File: src/rtl/fetch_queue.sv
// ============================================================================
// fetch_queue : instruction fetch PC register plus a DEPTH-entry decoupling
//               queue of {instr, pc+4} feeding decode.
// Revision    : 1.0
// ============================================================================
`default_nettype none

module fetch_queue #(
    parameter int DEPTH = 4,
    parameter int AW    = 2
) (
    input  logic          clock,
    input  logic          reset,
    input  logic          flush,
    input  logic [31:0]   redirect_pc,
    output logic [31:0]   imem_addr,
    input  logic [31:0]   imem_instr,
    output logic          imem_en,
    input  logic          deq,
    output logic [31:0]   instr_D,
    output logic [31:0]   pc_incr_D,
    output logic          valid_D,
    output logic [AW:0]   count,
    output logic          full
);

    localparam logic [AW:0] DEPTH_C = (AW+1)'(DEPTH);

    logic [31:0]   fetch_pc;
    logic [AW-1:0] wr_ptr;
    logic [AW-1:0] rd_ptr;
    logic [31:0]   mem_instr [DEPTH];
    logic [31:0]   mem_pc    [DEPTH];

    logic          do_deq;
    logic [31:0]   pc_next;

    assign pc_next   = fetch_pc + 32'd4;
    assign imem_addr = fetch_pc;
    assign do_deq    = deq & (count != '0);
    assign imem_en   = !flush & ((count < DEPTH_C) | do_deq);
    assign full      = (count == DEPTH_C);
    assign valid_D   = (count != '0);

    // Head is read purely from registers, so deq/flush never reach instr_D.
    assign instr_D   = valid_D ? mem_instr[rd_ptr] : 32'h0;
    assign pc_incr_D = valid_D ? mem_pc[rd_ptr]    : 32'h0;

    // Storage holds no reset; only the pointers and count qualify its contents.
    always_ff @(posedge clock) begin
        if (imem_en) begin
            mem_instr[wr_ptr] <= imem_instr;
            mem_pc[wr_ptr]    <= pc_next;
        end
    end

    always_ff @(posedge clock) begin
        if (!reset) begin
            fetch_pc <= 32'h0;
            wr_ptr   <= '0;
            rd_ptr   <= '0;
            count    <= '0;
        end else if (flush) begin
            fetch_pc <= redirect_pc;
            wr_ptr   <= '0;
            rd_ptr   <= '0;
            count    <= '0;
        end else begin
            if (imem_en) begin
                wr_ptr   <= wr_ptr + 1'b1;
                fetch_pc <= pc_next;
            end
            if (do_deq) begin
                rd_ptr <= rd_ptr + 1'b1;
            end
            case ({imem_en, do_deq})
                2'b10:   count <= count + 1'b1;
                2'b01:   count <= count - 1'b1;
                default: count <= count;
            endcase
        end
    end

endmodule

`default_nettype wire

File: config.mk
export PLATFORM = sky130hd
export DESIGN_NAME = fetch_queue
export DESIGN_NICKNAME = d
export VERILOG_FILES = /design/src/rtl/fetch_queue.sv
export SDC_FILE = /design/constraint.sdc
export NUM_CORES = 1
export LEC_CHECK = 0
export CORE_MARGIN = 2
export CORE_UTILIZATION = 55
export DETAILED_ROUTE_END_ITERATION = 12
export PLACE_DENSITY = 0.8
export REMOVE_ABC_BUFFERS = 1
export SYNTH_ARGS = -nofsm -noshare
export SYNTH_HDL_FRONTEND = slang
export SYNTH_SLANG_ARGS = --single-unit
File: constraint.sdc
create_clock -name clock -period 4.7 [get_ports clock]
set_clock_uncertainty 0.05 [all_clocks]
set_input_delay 1.175 -clock clock [delete_from_list [all_inputs] [get_ports clock]]
set_output_delay 1.175 -clock clock [all_outputs]
set_load 0.1 [all_outputs]
==> results.json, run 1 <==
{
  "outcome": "finished, final reports clean",
  "syn_area_mm2": 0.0125,
  "yosysUniqueCellTypes": 45,
  "setup_viol": 0,
  "hp-class": "reg -> reg",
  "period_share_pct": 82.4,
  "synth_xor_area_share_pct": 2.81,
  "synthMuxAreaShare_pct": 11.7,
  "fin_util_pct": 68.4,
  "root_buffer": "clkbuf_16",
  "die_w_um": 155,
  "area_delta_synth_final_pct": 22.9,
  "critical_path_required_ns": 3.47,
  "fp.dieH_um": 155,
  "cts_tree": "yes",
  "synthArstFlopShare_pct": 0,
  "cts_htree_levels": 1,
  "post_drt_wl_per_cell_um": 21.5,
  "p_leak_nw": 5.13,
  "cts_buffers": 30,
  "synth_compound_area_share_pct": 3.55,
  "p_sw_share_pct": 25.4,
  "core_area_mm2": 0.0224,
  "diodes": 0,
  "viasPerCell": 5.90,
  "grt_antenna_before_repair": 0,
  "synth_top_family_by_area": "multiplexers",
  "grt_setup_unrepaired": "no",
  "dieArea_mm2": 0.0239,
  "cts.reportedPaths.clkPinSlew_ns": 0.06,
  "synth_cells": 771,
  "synth_area_leader_cell": "edfxtp_1",
  "max_slew_margin_pct": 26.0,
  "period_minus_slack_ns": 3.87,
  "track_usage_pct": 22.2,
  "whs_path_depth": 2,
  "grt.overflow.total": 0,
  "hold_viol": 0,
  "placed_area_mm2": 0.0143,
  "crit_type": "reg -> out",
  "critPathCaptureType": "output pin",
  "arrival_ns": 2.65,
  "finalInstanceArea_mm2": 0.0153,
  "clockBufferDepth": 3,
  "port_buffers": 169,
  "post-cts-setup-buffers": 0,
  "yosysWarnings": 0,
  "path_max_fanout": 11,
  "seq_area_frac_synth_pct": 68.2,
  "drt-initial-drc-count": 465,
  "drv_slew": 0,
  "intPower_mw": 4.69,
  "cp-start-kind": "flip-flop",
  "grt_max_degree": 65,
  "clockPowerShare_pct": 38.1,
  "gp_congestion": 0.873,
  "grt_pass1_wl_um": 41000,
  "p_seq_share_pct": 48.2,
  "synth_flop_cell": "edfxtp_1",
  "drcViolationCount": 0,
  "antenna_left": 0,
  "drt-total-wl_um": 26600,
  "io_pins": 170,
  "ir_drop_v": 0.000337,
  "layout-drive-gt1-share_pct": 20.6,
  "initial_core_util_pct": 55.6,
  "cts.sinks": 297,
  "p_per_area_mw_per_mm2": 409,
  "syn_area_per_cell_um2": 16.2,
  "placementRows": 55,
  "vias": 7322,
  "synth-adder-area-share_pct": 0.762,
  "drv_cap": 0,
  "switchingPower_mw": 1.59,
  "synthTopCellsByArea": "edfxtp_1, mux4_2, dfxtp_1, and2_1, xnor2_1",
  "clkLatencyLatePin_ns": 0.54,
  "fmax_ghz": 0.258,
  "first_pass_iters": 4,
  "grt_pass1_vias": 7256,
  "hold_buffers": 0,
  "dp_hpwl_um": 16500,
  "worstMarginPinSlew_ns": 1.10,
  "reg2regPathDepth": 4,
  "p_comb_share_pct": 13.6,
  "cts_resized": 0,
  "synth_seq_cells": 297,
  "synth_top_area_share_pct": 61.6,
  "synth_edf_count": 256,
  "nNetsFinal": 1008,
  "synthSimpleGateAreaFrac_pct": 11.0
}
final timing paths:
kind	start	endpoint	slack, ns
setup / recovery	count[2]$_SDFFE_PP0P_	valid_D	0.83
setup reg to reg	imem_addr[9]$_SDFFE_PN0N_	mem_pc[3][19]$_DFFE_PP_	2.13
hold reg to reg	wr_ptr[1]$_SDFFE_PP0P_	wr_ptr[1]$_SDFFE_PP0P_	0.44
hold / removal	wr_ptr[1]$_SDFFE_PP0P_	wr_ptr[1]$_SDFFE_PP0P_	0.44
state kept, by name, indices dropped and copies added (netlist names), named ones only:
| name | flops |
|---|---|
| wr_ptr | 2 |
| mem_pc | 128 |
| imem_addr | 32 |
| mem_instr | 128 |
| rd_ptr | 2 |
| count | 3 |
per-stage QoR:
step | TNS, ns | hold slack [ns] | worst slack [ns] | power, mW | std cells
after detailed placement | 0 | 0.436 | 1.30 | 3.94 | 1186
after floorplan | -31.70 | 0.415 | -0.495 | 3.67 | 720
after global placement | 0 | 0.431 | 1.30 | 3.93 | 1186
after global routing | 0 | 0.469 | 0.680 | 6.47 | 1240
after CTS | 0 | 0.445 | 0.787 | 6.33 | 1240
final | 0 | 0.443 | 0.825 | 6.28 | 1240
power by group through the flow:
stage / Sequential [mW] / Clock, mW / Combinational [mW]
after floorplan: 3.22 / 0 / 0.460
after global placement: 3.08 / 0 / 0.848
after detailed placement: 3.08 / 0 / 0.858
after CTS: 3.03 / 2.44 / 0.861
after global routing: 3.04 / 2.54 / 0.894
final: 3.03 / 2.40 / 0.856
layout make-up:
type,count,area [µm²]
multi-input combinational,415,3740
clock inverter,15,195
sequential,297,8520
clock buffer,39,806
inverter,8,30.0
fill,1520,7100
timing repair buffer,181,1690
tap,285,357
kinds of logic (layout without fill, tap and decap cells):
| logic type | count (synthesis) | after routing |
|---|---|---|
| xor gates and xnor gates | 40 | 40 |
| and+or+nand+nor | 234 | 234 |
| DFF | 297 | 297 |
| buffers and inverters | 59 | 243 |
| muxes | 66 | 66 |
| adders and majority gates | 7 | 7 |
| AOI/OAI and AO/OA | 68 | 68 |
metal layers:
metal | vias up | track usage (%) | routed length [µm]
met5 | - | 0 | 0
met4 | 0 | 4.85 | 430
met3 | 39 | 4.03 | 2110
met2 | 294 | 35.3 | 12600
met1 | 3643 | 32.8 | 11500
li1 | 3346 | - | -
cell usage after synthesis (4+ instances only):
master and number:
dfxtp_1 41, o211a_1 5, mux4_2 64, edfxtp_1 256
inv_1 8, o31ai_1 7, nand2_1 28, xnor2_1 27
and4_1 4, a31oi_1 11, nor2_1 18, nor3b_1 7
nand2b_1 5, ha_1 6, buf_2 15, nor3_1 10
xor2_1 13, a21oi_1 6, nor4_1 10, nand4_1 20
and3_1 12, or4_1 5, a311oi_1 6, nor2b_1 7
o21ai_0 26, and2_1 71, nand3_1 18, or3_1 9
clkbuf_1 30
worst max-delay path, stage by stage, from the launching register on:
cell and delay [ns]:
dfxtp_1 0.35, or3_2 0.71, clkdlybuf4s50_1 1.05
cell usage in the layout, fill, tap and decap left out, types with 10 or more instances in the layout:
cell type and n:
nor2_1 18, nor4_1 10, nand3_1 18, clkdlybuf4s50_1 104, nor3_1 10, a31oi_1 11, and2_1 71, xnor2_1 27
edfxtp_1 256, clkbuf_16 31, nand4_1 20, o21ai_0 26, nand2_1 28, mux4_2 64, dfxtp_1 39, xor2_1 13
buf_4 71
Power figures use the tool's default switching activity.
==> run 2: changes to the inputs <==
clock period = 3.7 ns   (was 4.7 ns; I/O delays follow)
==> results.json, run 2 (synthesis gave the netlist of run 1 again) <==
{
  "cts_tree": "yes",
  "grt_setup_unrepaired": "no",
  "drv_cap": 0,
  "hp-class": "reg -> reg",
  "final_cell_mix": "edfxtp_1, buf_4, and2_1",
  "p_leak_nw": 5.27,
  "ir_drop_v": 0.000389,
  "antenna_left": 0,
  "clockPowerShare_pct": 37.5,
  "seq_area_mm2": 0.00852,
  "initial_core_util_pct": 55.6,
  "hold_buffers": 0,
  "p_per_area_mw_per_mm2": 513,
  "grt_antenna_before_repair": 0,
  "drcViolationCount": 0,
  "arrival_ns": 2.52,
  "max_slew_margin_pct": 26.9,
  "reg2reg_from": "count[2]$_SDFFE_PP0P_",
  "dp_hpwl_um": 17500,
  "r2r_end": "count[2]$_SDFFE_PP0P_",
  "grt_pass1_vias": 7273,
  "area_delta_synth_final_pct": 23.4,
  "post-cts-setup-buffers": 0,
  "core_area_mm2": 0.0224,
  "gp_congestion": 0.822,
  "root_buffer": "clkbuf_16",
  "drv_slew": 0,
  "io_pins": 170,
  "endpoint": "pc_incr_D[29]",
  "drt-initial-drc-count": 490,
  "drt-total-wl_um": 26400,
  "fp.dieH_um": 155,
  "p_seq_share_pct": 48.7,
  "vias": 7381,
  "port_buffers": 169,
  "post_drt_wl_per_cell_um": 21.1,
  "p_comb_share_pct": 13.8,
  "grt_pass1_wl_um": 40700,
  "fillCellCount": 1530,
  "final_common_cell": "edfxtp_1",
  "intPower_mw": 5.84,
  "clockBufferDepth": 3,
  "critPathCaptureType": "output pin",
  "setup_viol": 0,
  "diodes": 0,
  "die_w_um": 155,
  "p_sw_share_pct": 26.1,
  "r2r_slack_ns": 0.79,
  "path_max_fanout": 67,
  "worstMarginPinSlew_ns": 1.10,
  "cts.reportedPaths.clkPinSlew_ns": 0.06,
  "cts.sinks": 297,
  "viasPerCell": 5.90,
  "cts_htree_levels": 1,
  "timing.final.ws_setup_ns": 0.204,
  "worstSetupStartpoint": "count[2]$_SDFFE_PP0P_",
  "instances_no_fill": 1252,
  "fmax_ghz": 0.286,
  "reg2regPathDepth": 8,
  "switchingPower_mw": 2.06,
  "cts_resized": 0,
  "cp-start-kind": "flip-flop",
  "placementRows": 55,
  "cts_buffers": 30,
  "dieArea_mm2": 0.0239,
  "critical_path_required_ns": 2.72,
  "nNetsFinal": 1019,
  "pre_cts_slack_ns": 0.575,
  "layout-drive-gt1-share_pct": 26.0,
  "clkLatencyLatePin_ns": 0.55,
  "crit_type": "reg -> out",
  "track_usage_pct": 22.1,
  "grt.overflow.total": 0,
  "multi_input_area_mm2": 0.00374,
  "period_share_pct": 94.5,
  "hold_viol": 0,
  "first_pass_iters": 5,
  "period_minus_slack_ns": 3.50,
  "grt_max_degree": 68,
  "outcome": "finished, final reports clean",
  "dpl.cell_count": 1197
}
==> run 2: how the worst min path moves through the flow <==
stage | start | end | cells past startpoint
after floorplan | wr_ptr[1]$_SDFFE_PP0P_ | wr_ptr[1]$_SDFFE_PP0P_ | 2
after global placement | wr_ptr[1]$_SDFFE_PP0P_ | wr_ptr[1]$_SDFFE_PP0P_ | 2
after detailed placement | wr_ptr[1]$_SDFFE_PP0P_ | wr_ptr[1]$_SDFFE_PP0P_ | 2
after CTS | wr_ptr[1]$_SDFFE_PP0P_ | wr_ptr[1]$_SDFFE_PP0P_ | 2
after global routing | imem_addr[0]$_SDFFE_PN0P_ | mem_pc[2][0]$_DFFE_PP_ | 0
final | wr_ptr[1]$_SDFFE_PP0P_ | wr_ptr[1]$_SDFFE_PP0P_ | 2
==> run 2: layer usage <==
layer  global-route usage (%)  vias to the layer above  wire length, µm
met2                     36.1                      300            12600
met4                     4.37                        0              340
li1                         -                     3372                -
met1                     31.7                     3675            11300
met3                     4.40                       34             2190
met5                        0                        -                0
==> run 2: area by class of cell <==
type                       instances  area share (%)
clock buffer                      37            5.24
clock inverter                    18            1.16
inverter                           8           0.195
multi-input combinational        415            24.3
sequential                       297            55.3
tap                              285            2.32
timing repair buffer             192            11.5
==> run 2: power by group through the flow <==
stage | sequential (mW) | combinational (mW) | clock (mW)
2_1_floorplan | 4.08 | 0.584 | 0
4_1_cts | 3.85 | 1.10 | 3.02
3_5_place_dp | 3.92 | 1.09 | 0
3_3_place_gp | 3.91 | 1.08 | 0
5_1_grt | 3.86 | 1.14 | 3.15
6_report | 3.85 | 1.09 | 2.96
==> run 2: worst max-delay path, cell delays in order (launching register included) <==
cell and delay (ns):
dfxtp_1 0.37, or3_2 0.92, and2_1 0.36, buf_4 0.24
==> run 2: through the flow <==
step / power (mW) / util [%] / hold slack [ns] / area, µm² / setup TNS, ns
floorplan: 4.67 / - / 0.415 / 12300 / -85.28
global placement: 4.99 / 64.2 / 0.436 / 14400 / 0
detailed placement: 5.01 / 64.2 / 0.464 / 14400 / 0
CTS: 7.96 / 68.6 / 0.499 / 15400 / 0
global route: 8.14 / 68.6 / 0.524 / 15400 / 0
finish: 7.90 / 68.6 / 0.502 / 15400 / 0
